## src/rtl/wb_port_arbiter_pkg.sv

```systemverilog
// Shared CPU write-back constants and payload types used by the register-file
// write-port arbiter and its mul/div result buffer.
package wb_port_arbiter_pkg;

    localparam int unsigned XLEN          = 32;
    localparam int unsigned REG_AW        = 5;
    localparam int unsigned NUM_REGS      = 32;
    localparam int unsigned MD_FIFO_DEPTH = 2;
    localparam int unsigned MD_CNT_W      = 2;
    localparam int unsigned STARVE_CNT_W  = 4;

    localparam logic [REG_AW-1:0]       REG_X0     = '0;
    localparam logic [STARVE_CNT_W-1:0] STARVE_MAX = '1;

    // Which producer owns the register-file write port this cycle
    typedef enum logic [1:0] {
        WB_SRC_NONE = 2'd0,
        WB_SRC_PIPE = 2'd1,
        WB_SRC_MD   = 2'd2
    } wb_src_e;

    typedef struct packed {
        logic [REG_AW-1:0] rd;
        logic [XLEN-1:0]   data;
    } wb_write_t;

    typedef struct packed {
        logic      valid;
        wb_write_t wr;
    } md_entry_t;

endpackage

```

## src/rtl/wb_port_arbiter_if.sv

```systemverilog
// Write-back port bundle between the pipeline / mul-div unit and the arbiter.
interface wb_port_arbiter_if;
    import wb_port_arbiter_pkg::*;

    logic                pipe_we_i;
    logic [REG_AW-1:0]   pipe_rd_i;
    logic [XLEN-1:0]     pipe_wdata_i;
    logic                md_valid_i;
    logic [REG_AW-1:0]   md_rd_i;
    logic [XLEN-1:0]     md_wdata_i;
    logic                md_ready_o;
    logic                stall_o;
    logic                rf_we_o;
    logic [REG_AW-1:0]   rf_waddr_o;
    logic [XLEN-1:0]     rf_wdata_o;
    logic [NUM_REGS-1:0] pending_o;

    modport slave (
        input  pipe_we_i, pipe_rd_i, pipe_wdata_i,
        input  md_valid_i, md_rd_i, md_wdata_i,
        output md_ready_o, stall_o,
        output rf_we_o, rf_waddr_o, rf_wdata_o, pending_o
    );

    modport master (
        output pipe_we_i, pipe_rd_i, pipe_wdata_i,
        output md_valid_i, md_rd_i, md_wdata_i,
        input  md_ready_o, stall_o,
        input  rf_we_o, rf_waddr_o, rf_wdata_o, pending_o
    );

endinterface

```

## src/rtl/wb_md_fifo.sv

```systemverilog
// Two-entry in-order buffer for mul/div results; entries can be invalidated by
// destination register when a younger pipeline write to the same rd commits.
module wb_md_fifo
    import wb_port_arbiter_pkg::*;
(
    input  logic                clk,
    input  logic                rst_n,
    input  logic                enq,
    input  wb_write_t           enq_wr,
    input  logic                pop,
    input  logic                kill,
    input  logic [REG_AW-1:0]   kill_rd,
    output logic                occupied_c,
    output logic                full_c,
    output md_entry_t           head_c,
    output logic [NUM_REGS-1:0] pending_c
);

    md_entry_t            ent_q [MD_FIFO_DEPTH];
    md_entry_t            ent_d [MD_FIFO_DEPTH];
    logic [MD_CNT_W-1:0]  cnt_q;
    logic [MD_CNT_W-1:0]  cnt_d;

    // Kill applies to resident entries only, then pop shifts, then enqueue lands behind
    always_comb begin
        ent_d = ent_q;
        cnt_d = cnt_q;
        for (int i = 0; i < MD_FIFO_DEPTH; i++) begin
            if (kill && ent_q[i].valid && (ent_q[i].wr.rd == kill_rd)) begin
                ent_d[i].valid = 1'b0;
            end
        end
        if (pop) begin
            for (int i = 0; i < MD_FIFO_DEPTH - 1; i++) begin
                ent_d[i] = ent_d[i+1];
            end
            ent_d[MD_FIFO_DEPTH-1] = '0;
            cnt_d = cnt_q - MD_CNT_W'(1);
        end
        if (enq) begin
            for (int i = 0; i < MD_FIFO_DEPTH; i++) begin
                if (MD_CNT_W'(i) == cnt_d) begin
                    ent_d[i] = '{valid: 1'b1, wr: enq_wr};
                end
            end
            cnt_d = cnt_d + MD_CNT_W'(1);
        end
    end

    always_ff @(posedge clk or negedge rst_n) begin
        if (!rst_n) begin
            ent_q <= '{default: '0};
            cnt_q <= '0;
        end else begin
            ent_q <= ent_d;
            cnt_q <= cnt_d;
        end
    end

    assign occupied_c = (cnt_q != '0);
    assign full_c     = (cnt_q == MD_CNT_W'(MD_FIFO_DEPTH));
    assign head_c     = ent_q[0];

    // Destination mask of live buffered results, decoded from registered state only
    always_comb begin
        pending_c = '0;
        for (int i = 0; i < MD_FIFO_DEPTH; i++) begin
            if (ent_q[i].valid) begin
                pending_c[ent_q[i].wr.rd] = 1'b1;
            end
        end
        pending_c[REG_X0] = 1'b0;
    end

endmodule

```

## src/rtl/wb_port_arbiter.sv

```systemverilog
// Register-file write-port arbiter between the in-order pipeline write-back and
// buffered multi-cycle mul/div results, with starvation-driven pipeline stall.
module wb_port_arbiter
    import wb_port_arbiter_pkg::*;
#(
    parameter int unsigned STARVE_LIMIT = 4
) (
    input  logic              clk,
    input  logic              rst_n,
    wb_port_arbiter_if.slave  bus
);

    logic                    occupied_c;
    logic                    full_c;
    md_entry_t               head_c;
    logic [NUM_REGS-1:0]     pending_c;
    logic                    stall_c;
    logic                    pipe_grant_c;
    logic                    head_grant_c;
    logic                    drain_c;
    logic                    ready_c;
    logic                    enq_c;
    wb_src_e                 src_c;
    logic [STARVE_CNT_W-1:0] starve_q;
    logic [STARVE_CNT_W-1:0] starve_d;
    logic                    rf_we_q;
    logic [REG_AW-1:0]       rf_waddr_q;
    logic [XLEN-1:0]         rf_wdata_q;

    wb_md_fifo u_md_fifo (
        .clk        (clk),
        .rst_n      (rst_n),
        .enq        (enq_c),
        .enq_wr     ('{rd: bus.md_rd_i, data: bus.md_wdata_i}),
        .pop        (drain_c),
        .kill       (pipe_grant_c),
        .kill_rd    (bus.pipe_rd_i),
        .occupied_c (occupied_c),
        .full_c     (full_c),
        .head_c     (head_c),
        .pending_c  (pending_c)
    );

    // Grant, drain and acceptance; a dead head pops without using the port
    always_comb begin
        stall_c      = occupied_c &&
                       ((starve_q >= STARVE_CNT_W'(STARVE_LIMIT)) || (full_c && bus.md_valid_i));
        pipe_grant_c = bus.pipe_we_i && (bus.pipe_rd_i != REG_X0) && !stall_c;
        head_grant_c = !pipe_grant_c && occupied_c && head_c.valid;
        drain_c      = occupied_c && (head_grant_c || !head_c.valid);
        ready_c      = !full_c || drain_c;
        enq_c        = bus.md_valid_i && ready_c && (bus.md_rd_i != REG_X0);
        src_c        = pipe_grant_c ? WB_SRC_PIPE : (head_grant_c ? WB_SRC_MD : WB_SRC_NONE);
        starve_d     = '0;
        if (occupied_c && !drain_c) begin
            starve_d = (starve_q == STARVE_MAX) ? starve_q : starve_q + STARVE_CNT_W'(1);
        end
    end

    always_ff @(posedge clk or negedge rst_n) begin
        if (!rst_n) begin
            starve_q   <= '0;
            rf_we_q    <= 1'b0;
            rf_waddr_q <= '0;
            rf_wdata_q <= '0;
        end else begin
            starve_q <= starve_d;
            rf_we_q  <= (src_c != WB_SRC_NONE);
            case (src_c)
                WB_SRC_PIPE: begin
                    rf_waddr_q <= bus.pipe_rd_i;
                    rf_wdata_q <= bus.pipe_wdata_i;
                end
                WB_SRC_MD: begin
                    rf_waddr_q <= head_c.wr.rd;
                    rf_wdata_q <= head_c.wr.data;
                end
                default: begin
                end
            endcase
        end
    end

    assign bus.md_ready_o = ready_c;
    assign bus.stall_o    = stall_c;
    assign bus.rf_we_o    = rf_we_q;
    assign bus.rf_waddr_o = rf_waddr_q;
    assign bus.rf_wdata_o = rf_wdata_q;
    assign bus.pending_o  = pending_c;

endmodule

```

## src/flat_wrapper.sv

```systemverilog
// flat-port wrapper written by rule: the top's interface ports become plain ports
module wb_port_arbiter_flat import wb_port_arbiter_pkg::*;
#(
    parameter int unsigned STARVE_LIMIT = 4
)
  (clk, rst_n, bus_pipe_we_i, bus_pipe_rd_i, bus_pipe_wdata_i, bus_md_valid_i, bus_md_rd_i, bus_md_wdata_i, bus_md_ready_o, bus_stall_o, bus_rf_we_o, bus_rf_waddr_o, bus_rf_wdata_o, bus_pending_o);
  wb_port_arbiter_if bus_i ();
  input  logic clk;
  input  logic rst_n;
  input wire logic [$bits(bus_i.pipe_we_i)-1:0] bus_pipe_we_i;
  input wire logic [$bits(bus_i.pipe_rd_i)-1:0] bus_pipe_rd_i;
  input wire logic [$bits(bus_i.pipe_wdata_i)-1:0] bus_pipe_wdata_i;
  input wire logic [$bits(bus_i.md_valid_i)-1:0] bus_md_valid_i;
  input wire logic [$bits(bus_i.md_rd_i)-1:0] bus_md_rd_i;
  input wire logic [$bits(bus_i.md_wdata_i)-1:0] bus_md_wdata_i;
  output wire logic [$bits(bus_i.md_ready_o)-1:0] bus_md_ready_o;
  output wire logic [$bits(bus_i.stall_o)-1:0] bus_stall_o;
  output wire logic [$bits(bus_i.rf_we_o)-1:0] bus_rf_we_o;
  output wire logic [$bits(bus_i.rf_waddr_o)-1:0] bus_rf_waddr_o;
  output wire logic [$bits(bus_i.rf_wdata_o)-1:0] bus_rf_wdata_o;
  output wire logic [$bits(bus_i.pending_o)-1:0] bus_pending_o;
  assign bus_i.pipe_we_i = bus_pipe_we_i;
  assign bus_i.pipe_rd_i = bus_pipe_rd_i;
  assign bus_i.pipe_wdata_i = bus_pipe_wdata_i;
  assign bus_i.md_valid_i = bus_md_valid_i;
  assign bus_i.md_rd_i = bus_md_rd_i;
  assign bus_i.md_wdata_i = bus_md_wdata_i;
  assign bus_md_ready_o = bus_i.md_ready_o;
  assign bus_stall_o = bus_i.stall_o;
  assign bus_rf_we_o = bus_i.rf_we_o;
  assign bus_rf_waddr_o = bus_i.rf_waddr_o;
  assign bus_rf_wdata_o = bus_i.rf_wdata_o;
  assign bus_pending_o = bus_i.pending_o;
  wb_port_arbiter #(.STARVE_LIMIT(STARVE_LIMIT)) u_core (.clk(clk), .rst_n(rst_n), .bus(bus_i));
endmodule
```

## config.mk

```make
export PLATFORM = sky130hd
export DESIGN_NAME = wb_port_arbiter_flat
export DESIGN_NICKNAME = d
export VERILOG_FILES = /design/src/rtl/wb_port_arbiter_pkg.sv /design/src/rtl/wb_port_arbiter_if.sv /design/src/rtl/wb_md_fifo.sv /design/src/rtl/wb_port_arbiter.sv /design/src/flat_wrapper.sv
export SDC_FILE = /design/constraint.sdc
export NUM_CORES = 1
export LEC_CHECK = 0
export CORE_MARGIN = 3
export CORE_UTILIZATION = 36
export CTS_BUF_LIST = sky130_fd_sc_hd__clkbuf_16
export CTS_CLUSTER_DIAMETER = 200
export CTS_CLUSTER_SIZE = 40
export DETAILED_ROUTE_END_ITERATION = 8
export SLEW_MARGIN = 10
export SYNTH_ARGS = -nofsm -noshare
export SYNTH_HDL_FRONTEND = slang
export SYNTH_SLANG_ARGS = --single-unit
```

## constraint.sdc

```tcl
create_clock -name clk -period 3.5 [get_ports clk]
set_clock_uncertainty 0.05 [all_clocks]
set_input_delay 1.05 -clock clk [delete_from_list [all_inputs] [get_ports clk]]
set_output_delay 1.05 -clock clk [all_outputs]
set_load 0.01 [all_outputs]
```

* Yosys cells after proc, flatten, opt, wreduce, memory -nomap -nowiden
Index checks and enable logic that the tools add are counted.
Word-level totals: flip-flop bits (word level) 120, input bits 78
Operators by class: equal/unequal tests 8, bitwise gates (word level) 1, $lt $le $gt $ge 5, muxes and demuxes 20, add/sub/neg operators 3, reductions and logical operators 30
Operator list (count):
- $mux W76 | 2
- $mux W38 | 2
- $mux W32 | 2
- $pmux W32 S2 | 1
- $or A32 B32 Y32 | 1
- $logic_and A1 B1 Y1 | 16
- $lt A5 B6 Y1 const B | 2
- $demux W1 S5 | 2
- $eq A5 B5 Y1 | 2
- $ge A5 B1 Y1 const B | 2
- $pmux W5 S2 | 1
- $reduce_bool A5 Y1 | 2
- $mux W2 | 4
- $mux W4 | 2
- $reduce_bool A2 Y1 | 3
- $logic_not A1 Y1 | 5
- $add A4 B1 Y4 const B | 1
- $eq A2 B2 Y1 const B | 2
- $eq A4 B4 Y1 const B | 1
- $ge A4 B3 Y1 const B | 1
- $mux W1 | 4
- $logic_or A1 B1 Y1 | 3
- $add A2 B1 Y2 const B | 1
- $eq A1 B2 Y1 const A | 1
- other kinds (4) | 4

* Longest topological paths before layout
Gate-level depths: netlist (run 1).
word-level depth 15, depth in mapped cells 15

* Modules after synthesis
From an unflattened synthesis (run 1), not the netlist that was laid out.
Unflattened totals: cells, all modules 617, area total of the unflattened synthesis 6535.0 µm²
Modules (own cells, without submodules):
- wb_md_fifo | sequential area each 1951.9 µm², instances 1, area an instance 4284.1 µm², cells an instance 466
- wb_port_arbiter | sequential area each 1051.0 µm², instances 1, area an instance 2250.9 µm², cells an instance 151

* Least setup slack after synthesis (run 1)
OpenSTA, ideal clock, no wires.
path type input -> output, start input port bus_md_valid_i, end output port bus_md_ready_o, path buffers 3, slack 0.119 ns, arrival 2.281 ns, stages 6, required time 2.400 ns, path through a211oi_1 -> a41o_1 -> buf_6 -> buf_2 -> buf_1 -> nand2_1
Between the ends: longest elaborated chain between the ends 11
RTL lines:
- start: declaration | RTL line flat_wrapper.sv:13 | input wire logic [$bits(bus_i.md_valid_i)-1:0] bus_md_valid_i;
- $logic_and A1 B1 Y1 | RTL line wb_port_arbiter.sv:47 | ((starve_q >= STARVE_CNT_W'(STARVE_LIMIT)) || (full_c && bus.md_valid_i));
- $logic_or A1 B1 Y1 | RTL line wb_port_arbiter.sv:47
- $logic_and A1 B1 Y1 | RTL line wb_port_arbiter.sv:46 | stall_c = occupied_c &&
- $logic_not A1 Y1 | RTL line wb_port_arbiter.sv:48 | pipe_grant_c = bus.pipe_we_i && (bus.pipe_rd_i != REG_X0) && !stall_c;
- $logic_and A1 B1 Y1 | RTL line wb_port_arbiter.sv:48
- $logic_not A1 Y1 | RTL line wb_port_arbiter.sv:49 | head_grant_c = !pipe_grant_c && occupied_c && head_c.valid;
- $logic_and A1 B1 Y1 (2 in a row) | RTL line wb_port_arbiter.sv:49
- $logic_or A1 B1 Y1 | RTL line wb_port_arbiter.sv:50 | drain_c = occupied_c && (head_grant_c || !head_c.valid);
- $logic_and A1 B1 Y1 | RTL line wb_port_arbiter.sv:50
- $logic_or A1 B1 Y1 | RTL line wb_port_arbiter.sv:51 | ready_c = !full_c || drain_c;
- end: declaration | RTL line flat_wrapper.sv:16 | output wire logic [$bits(bus_i.md_ready_o)-1:0] bus_md_ready_o;
No other way between the ends.

* Worst setup path in the final report (run 1)
start input port bus_pipe_rd_i[3], end output port bus_md_ready_o
Between the ends: longest elaborated chain between the ends 9
RTL lines:
- start: declaration | RTL line flat_wrapper.sv:11 | input wire logic [$bits(bus_i.pipe_rd_i)-1:0] bus_pipe_rd_i;
- $reduce_bool A5 Y1 | RTL line wb_port_arbiter.sv:48
- $logic_and A1 B1 Y1 (2 in a row) | RTL line wb_port_arbiter.sv:48
- $logic_not A1 Y1 | RTL line wb_port_arbiter.sv:49
- $logic_and A1 B1 Y1 (2 in a row) | RTL line wb_port_arbiter.sv:49
- $logic_or A1 B1 Y1 | RTL line wb_port_arbiter.sv:50
- $logic_and A1 B1 Y1 | RTL line wb_port_arbiter.sv:50
- $logic_or A1 B1 Y1 | RTL line wb_port_arbiter.sv:51
No other way between the ends.

==> results.md, run 1 <==
* Status: finished clean
* I/O pin total at 150
* Buffers on Ports at 148
* Min-delay src: u_core.bus.rf_wdata_o[31]$_DFFE_PN0P_
* Vias in the first global route at roughly 4900
* Sink Count at 120
* Reg2reg start: u_core.u_md_fifo.cnt_q[0]$_DFF_PN0_
* CTS buffer count at 17
* Minimum clock period at 3.42 ns
* DRT Wirelength at between 15000 and 20000 um
* Initial antenna violation count at 0
* GR Util All Layers at a little under a fifth
* Initial DRT Pass Iterations at 6
* Global route total overflow at 0
* Count of antenna-violating nets left after detailed routing at 0
* Largest net degree at the start of global routing at 57
* Critical Path End Type: output port
* Post-DR wirelength/cell at around 17 um
* Core Area at ~16000 sq um
* Rel. slew slack at roughly 34%
* Max Clock Freq at between 200 and 300 MHz
* Worst Hold Class: reg2reg
* Hold buffers post-CTS at 0
* Die footprint at about 18000 sq um
* Post-route DRC violation count at 0
* Initial core utilization at a little under two fifths
* Required time of the worst setup path at about 2.4 ns
* FF+latch area at roughly 3000 sq um
* Critical Path Fanout Max at 2
* Worst-Margin Slew at 0.995 ns
* Synth-to-Final Area Change at 39.9%
* Sequential area share after synthesis at between 50% and 60%
* Die Width at around 130 um
* Tot Pwr at slightly above 7 mW
* Mapped cell area at 5940 sq um
* MaxCap Viol Count at 0
* Clock Tree Buf Depth at 2
* Clock root cell: clkbuf_16
* Die Y at 134 um
* Most frequent cells in the layout: 156 x nand2_1, 145 x clkdlybuf4s50_1, 120 x dfrtp_1
* Final slew viol count at 0
* CTS clk-pin slew, worst paths at about 0.05 ns
* Synth top area share at around 51%
* Synth area leaders: dfrtp_1 51%, nand2_1 9.9%, mux2_2 9.1%
* Post-DP HPWL at 11100 um
* Fillers at 1479
* Clock Latency Late Sink at 0.41 ns
* Kind of critical path: in2out
* Final hold viol count at 0
* Final period util at 97.6%
* Share of cells above drive strength 1 at between 10% and 20%
* Via density at 5.15
* Commonest non-fill, non-tap cell in the layout: nand2_1
* CP Cell Sequence: clkdlybuf4s50_1 > nor3_2 > nand2_2 > a41o_4 > nand2_1 > buf_2
* CTS HTree Levels at 4
* Seq cells post-synth at 120
* Avg Inst Size Synth at roughly 10 sq um
* Sum of negative setup slack at 0 ns
* Max IR drop VDD at roughly 400 uV
* Yosys warnings at 0
* Layout Cells excl Fill at 953
* CP max stage cell: clkdlybuf4s50_1
* Post-synth top area cell: dfrtp_1
* Power per Cell Area at roughly 850 nW/um^2
* CTS tree: done
* Area occupied by multi-input gates at between 2000 and 3000 sq um
* Starting DRT DRC Count at 274
* Post-Synthesis Cells at between 500 and 600
* Arr. time, crit path at between 2 and 2.5 ns
* Setup violators final at 0
* # rows at 46
* Crit path launch type: input pin
* Count of cell types in the netlist at 38
* Final core utilization at between 50% and 60%
* Leak at ~3.7 nW
* N_diodes at 0
* CP max stage delay at about 0.44 ns
* RSZ-0062 raised after global routing: false
* Placed Cells incl. Taps at slightly above 900
* Worst Setup SP: bus_pipe_rd_i[3]
* NumNets Final at between 800 and 900
* Vias at a little under 5000
* Routability cong. at around 0.81
* First-pass GRT wire length at between 20000 and 30000 um
[kinds of logic after synthesis]
kind of cell             Yosys count  synth area share (%)
flip-flops                       120                  50.5
adder cells (fa/ha/maj)            4                 0.842
multiplexers                      76                  15.6
AND/OR/NAND/NOR                  202                  14.4
other                              1                0.0631
AO/OA/AOI/OAI                    115                  12.5
buffers and inverters             52                  4.17
XOR/XNOR                          13                  1.92
[power by group]
group | switching (mW) | total (mW) | leakage (nW) | internal [mW]
logic | 1.47 | 3.06 | 1.84 | 1.59
registers | 0.382 | 2.32 | 1.58 | 1.94
clock network | 0.604 | 1.70 | 0.278 | 1.09
total | 2.46 | 7.08 | 3.70 | 4.62
[layer usage]
| metal | global-route usage (%) | wire, um | vias up |
|---|---|---|---|
| li1 | - | - | 2328 |
| met4 | 4.98 | 193 | 0 |
| met5 | 0 | 0 | - |
| met1 | 23.8 | 6930 | 2393 |
| met2 | 29.6 | 7890 | 166 |
| met3 | 4.58 | 894 | 18 |
[path summary, 6_finish.rpt]
path                            depth (start not counted)  slack (ns)                                    end
max in group asynchronous                               2        1.99   u_core.u_md_fifo.ent_q[29]$_DFF_PN0_
worst max-delay path                                    6        0.08                         bus_md_ready_o
min in group asynchronous                               1        0.65  u_core.bus.rf_wdata_o[17]$_DFFE_PN0P_
worst min register to register                          2        0.42  u_core.bus.rf_wdata_o[31]$_DFFE_PN0P_
worst max register to register                         10        0.43   u_core.u_md_fifo.head_c[1]$_DFF_PN0_
worst min-delay path                                    2        0.42  u_core.bus.rf_wdata_o[31]$_DFFE_PN0P_
[critical path: cells and delay by family]
kind                   cells  cell delay, ns
buffers and inverters      2            0.57
and+or+nand+nor            3            0.38
AOI/OAI and AO/OA          1            0.30
[cell usage after synthesis]
master	n
nand2_1	157
dfrtp_1	120
mux2_2	48
a22oi_1	37
o21ai_0	37
o22ai_1	31
clkbuf_1	21
mux2_4	19
buf_2	15
nor2_1	12
nand3b_1	10
buf_1	7
mux2_1	7
xor2_1	7
xnor2_1	6
nand3_1	5
or3b_2	5
buf_6	4
ha_1	4
inv_1	4
nor3_1	4
a211oi_1	2
mux2i_1	2
nand4_1	2
nor2b_1	2
o211ai_1	2
or3_1	2
a21oi_1	1
a21oi_4	1
a31o_2	1
a41o_1	1
and3_1	1
and3b_1	1
buf_4	1
conb_1	1
o21ai_1	1
o21ai_2	1
or4_1	1
[cell type report]
type	instances	area share (%)
Sequential cell	120	36.1
Timing Repair Buffer	170	20.5
Tap cell	216	3.25
Multi-Input combinational cell	412	33.1
Clock inverter	14	1.70
Clock buffer	17	5.12
Inverter	4	0.181
[repair_timing]
action,in CTS,in global routing
buffers inserted,0,0
pin swaps,1,1
gates resized for setup,6,2
endpoints found under the setup margin,2,2
[through the flow]
step / worst slack [ns] / instance area [sq um] / hold slack, ns
floorplan: 0.119 / 5950 / 0.406
global placement: -0.347 / 7740 / 0.406
detailed placement: -0.366 / 7740 / 0.412
CTS: -0.0210 / 8320 / 0.425
global route: 0.0259 / 8310 / 0.444
finish: 0.0843 / 8310 / 0.421
[sequential cells by signal, summed over array words and instances (netlist names)]
| register | count |
|---|---|
| u_core.u_md_fifo.ent_q | 38 |
| u_core.u_md_fifo.head_c | 38 |
| u_core.bus.rf_wdata_o | 32 |
| u_core.bus.rf_waddr_o | 5 |
| u_core.starve_q | 4 |
| u_core.u_md_fifo.cnt_q | 2 |
| u_core.bus.rf_we_o | 1 |
(Power assumes the default switching activity.)
==> run 2, diff against run 1 <==
--- a/config.mk
+++ b/config.mk
@@ -6,4 +6,5 @@
 export NUM_CORES = 1
 export LEC_CHECK = 0
+export CAP_MARGIN = 20
 export CORE_MARGIN = 3
 export CORE_UTILIZATION = 36
@@ -12,4 +13,5 @@
 export CTS_CLUSTER_SIZE = 40
 export DETAILED_ROUTE_END_ITERATION = 8
+export SKIP_CTS_REPAIR_TIMING = 1
 export SLEW_MARGIN = 10
 export SYNTH_ARGS = -nofsm -noshare
--- a/constraint.sdc
+++ b/constraint.sdc
@@ -3,3 +3,3 @@
 set_input_delay 1.05 -clock clk [delete_from_list [all_inputs] [get_ports clk]]
 set_output_delay 1.05 -clock clk [all_outputs]
-set_load 0.01 [all_outputs]
+set_load 0.02 [all_outputs]
==> run 2 against run 1 <==
- sequential share of layout area about the same
- die area unchanged
- non-clock buffer count down 2
- core utilization about the same
- first-iteration DRC count up 19%
- combinational power up 4%
- critical path type unchanged
- critical endpoint unchanged
==> results.md, run 2 (synthesis gave the netlist of run 1 again) <==
* Power per Cell Area at 870 nW/um^2 (was 851 nW/um^2)
* Clock Latency Late Sink at 0.41 ns (about the same)
* Gate power share at 44.1% (was 43.3%)
* Final slew viol count at 0 (unchanged)
* Die Y at 134 um (unchanged)
* Most frequent cells in the layout: 157 x nand2_1, 143 x clkdlybuf4s50_1, 117 x dfrtp_1 (was 156 x nand2_1, 145 x clkdlybuf4s50_1, 120 x dfrtp_1)
* WHS Endpoint: u_core.bus.rf_wdata_o[22]$_DFFE_PN0P_ (was u_core.bus.rf_wdata_o[31]$_DFFE_PN0P_)
* Switching Fraction at 36.1% (was 34.7%)
* DRT Wirelength at 15600 um (was 15900 um)
* Design Area, Final at 8320 sq um (was 8310 sq um)
* Commonest non-fill, non-tap cell in the layout: nand2_1 (unchanged)
* Max Clock Freq at 289 MHz (was 293 MHz)
* Routability cong. at 0.853 (was 0.809)
* R2R cell count at 10 (unchanged)
* Minimum clock period at 3.46 ns (was 3.42 ns)
* Synth-to-Final Area Change at 40.0% (was 39.9%)
* Status: finished clean (unchanged)
* Via density at 5.08 (was 5.15)
* Clock power frac at 23.8% (was 24.0%)
* Clock Tree Buf Depth at 2 (unchanged)
* First-pass GRT wire length at 26200 um (was 26000 um)
* Internal Pwr Total at 4.62 mW (about the same)
* Share of cells above drive strength 1 at 18.3% (was 17.8%)
* Sequential share of power at 32.1% (was 32.8%)
* CTS buffer count at 17 (unchanged)
* N_diodes at 0 (unchanged)
* NumNets Final at 805 (was 807)
* Critical Path Fanout Max at 2 (unchanged)
* Min Hold Slack at 0.418 ns (was 0.421 ns)
* CP Cell Sequence: clkdlybuf4s50_1 > nor3_1 > nand2_1 > a41o_4 > nand2_1 > clkbuf_2 (was clkdlybuf4s50_1 > nor3_2 > nand2_2 > a41o_4 > nand2_1 > buf_2)
* CP max stage cell: clkdlybuf4s50_1 (unchanged)
* RSZ-0062 raised after global routing: true (was false)
* Hold Path Cell Cnt at 2 (unchanged)
* Post-DR wirelength/cell at 16.3 um (was 16.7 um)
* Die footprint at 18100 sq um (unchanged)
* Sum of negative setup slack at 0 ns (unchanged)
* Core Area at 16000 sq um (unchanged)
* Die Width at 134 um (unchanged)
* I/O pin total at 150 (unchanged)
* Top delay family on crit path: buffers and inverters (unchanged)
* Worst R2R Setup Slack at 0.64 ns (was 0.43 ns)
* CTS tree: done (unchanged)
* Worst Hold Class: reg2reg (unchanged)
* Final core utilization at 52.0% (about the same)
* Min-delay src: u_core.bus.rf_wdata_o[22]$_DFFE_PN0P_ (was u_core.bus.rf_wdata_o[31]$_DFFE_PN0P_)
* Final setup margin at 0.0372 ns (was 0.0843 ns)
* Critical Path End Type: output port (unchanged)
* Setup violators final at 0 (unchanged)
* Count of antenna-violating nets left after detailed routing at 0 (unchanged)
* Kind of critical path: in2out (unchanged)
* Starting DRT DRC Count at 326 (was 274)
* Initial DRT Pass Iterations at 5 (was 6)
* Vias in the first global route at 5113 (was 4870)
* CTS clk-pin slew, worst paths at 0.05 ns (about the same)
* Cell mode on critical path: nand2_1
* Post-placement setup slack at -0.415 ns (was -0.366 ns)
* # rows at 46 (unchanged)
* MaxCap Viol Count at 0 (unchanged)
* Reg2reg start: u_core.u_md_fifo.cnt_q[0]$_DFF_PN0_ (unchanged)
* CP max stage delay at 0.41 ns (was 0.44 ns)
* Arr. time, crit path at 2.36 ns (was 2.32 ns)
* Max IR drop VDD at 413 uV (was 404 uV)
* Buf/Inv on CP at 2 (unchanged)
* Initial core utilization at 37.1% (unchanged)
* Placed cell area at 7720 sq um (was 7740 sq um)
* GR Util All Layers at 18.0% (about the same)
* Initial antenna violation count at 0 (unchanged)
* Final hold viol count at 0 (unchanged)
* Worst-Margin Slew at 0.995 ns (about the same)
* Sink Count at 120 (unchanged)
* Global route total overflow at 0 (unchanged)
* Vias at 4837 (was 4905)
* Required time of the worst setup path at 2.40 ns (about the same)
* Clock root cell: clkbuf_16 (unchanged)
* Largest net degree at the start of global routing at 58 (was 57)
* Crit path launch type: input pin (unchanged)
* Sw Pwr at 2.61 mW (was 2.46 mW)
* Post-DP HPWL at 11000 um (was 11100 um)
* Rel. slew slack at 33.5% (about the same)
* CTS HTree Levels at 4 (unchanged)
* Leak at 3.73 nW (was 3.70 nW)
* Buffers on Ports at 148 (unchanged)
* Final period util at 98.9% (was 97.6%)
* Post-route DRC violation count at 0 (unchanged)
* Worst reg2reg path endpoint: u_core.u_md_fifo.head_c[0]$_DFF_PN0_ (was u_core.u_md_fifo.head_c[1]$_DFF_PN0_)
run 2: changes by cell type in the layout (fill, tap and decap cells not counted), sizes merged:
cell,change
dlymetal6s2s,+2
clkdlybuf4s50,-2
buf,-3
clkbuf,+1
inv,+1
run 2: how the worst max path moves through the flow:
stage                     startpoint  depth (start not counted)  slack [ns]             end
floorplan             bus_md_valid_i                          6        0.06  bus_md_ready_o
global placement    bus_pipe_rd_i[1]                          6       -0.43  bus_md_ready_o
detailed placement  bus_pipe_rd_i[0]                          6       -0.41  bus_md_ready_o
CTS                 bus_pipe_rd_i[0]                          6       -0.43  bus_md_ready_o
global route        bus_pipe_rd_i[0]                          6       -0.06  bus_md_ready_o
finish              bus_pipe_rd_i[1]                          6        0.04  bus_md_ready_o
run 2: power groups by stage:
stage	Sequential [mW]	Combinational (mW)	Clock, mW
3_5_place_dp	2.34	3.23	0
3_3_place_gp	2.31	3.13	0
5_1_grt	2.41	3.50	1.83
2_1_floorplan	2.41	2.01	0
4_1_cts	2.32	3.24	1.76
6_report	2.32	3.19	1.72
run 2: area by class of cell:
class	count	area [sq um]
well taps	216	270
multi-input cells	412	2750
inverters	4	15.0
fillers	1484	7680
repair buffers	168	1690
clock inverters	15	159
flip-flops and latches	120	3010
clock buffers	17	425
run 2: stage by stage:
stage,std cells,power [mW]
6_report,952,7.23
5_1_grt,952,7.74
4_1_cts,952,7.32
3_5_place_dp,920,5.57
3_3_place_gp,920,5.44
2_1_floorplan,584,4.42
run 2: per-layer routing:
metal	track usage, %	vias to the layer above	share of wire [%]
met3	3.65	27	4.4
met5	0	-	0
met2	30.7	155	50
li1	-	2309	-
met1	22.8	2346	43
met4	6.90	0	2.3
run 2: worst min-delay path, stage by stage (launching register included):
cell	delay, ns
dfrtp_1	0.34
nand2_1	0.05
nand2_1	0.05
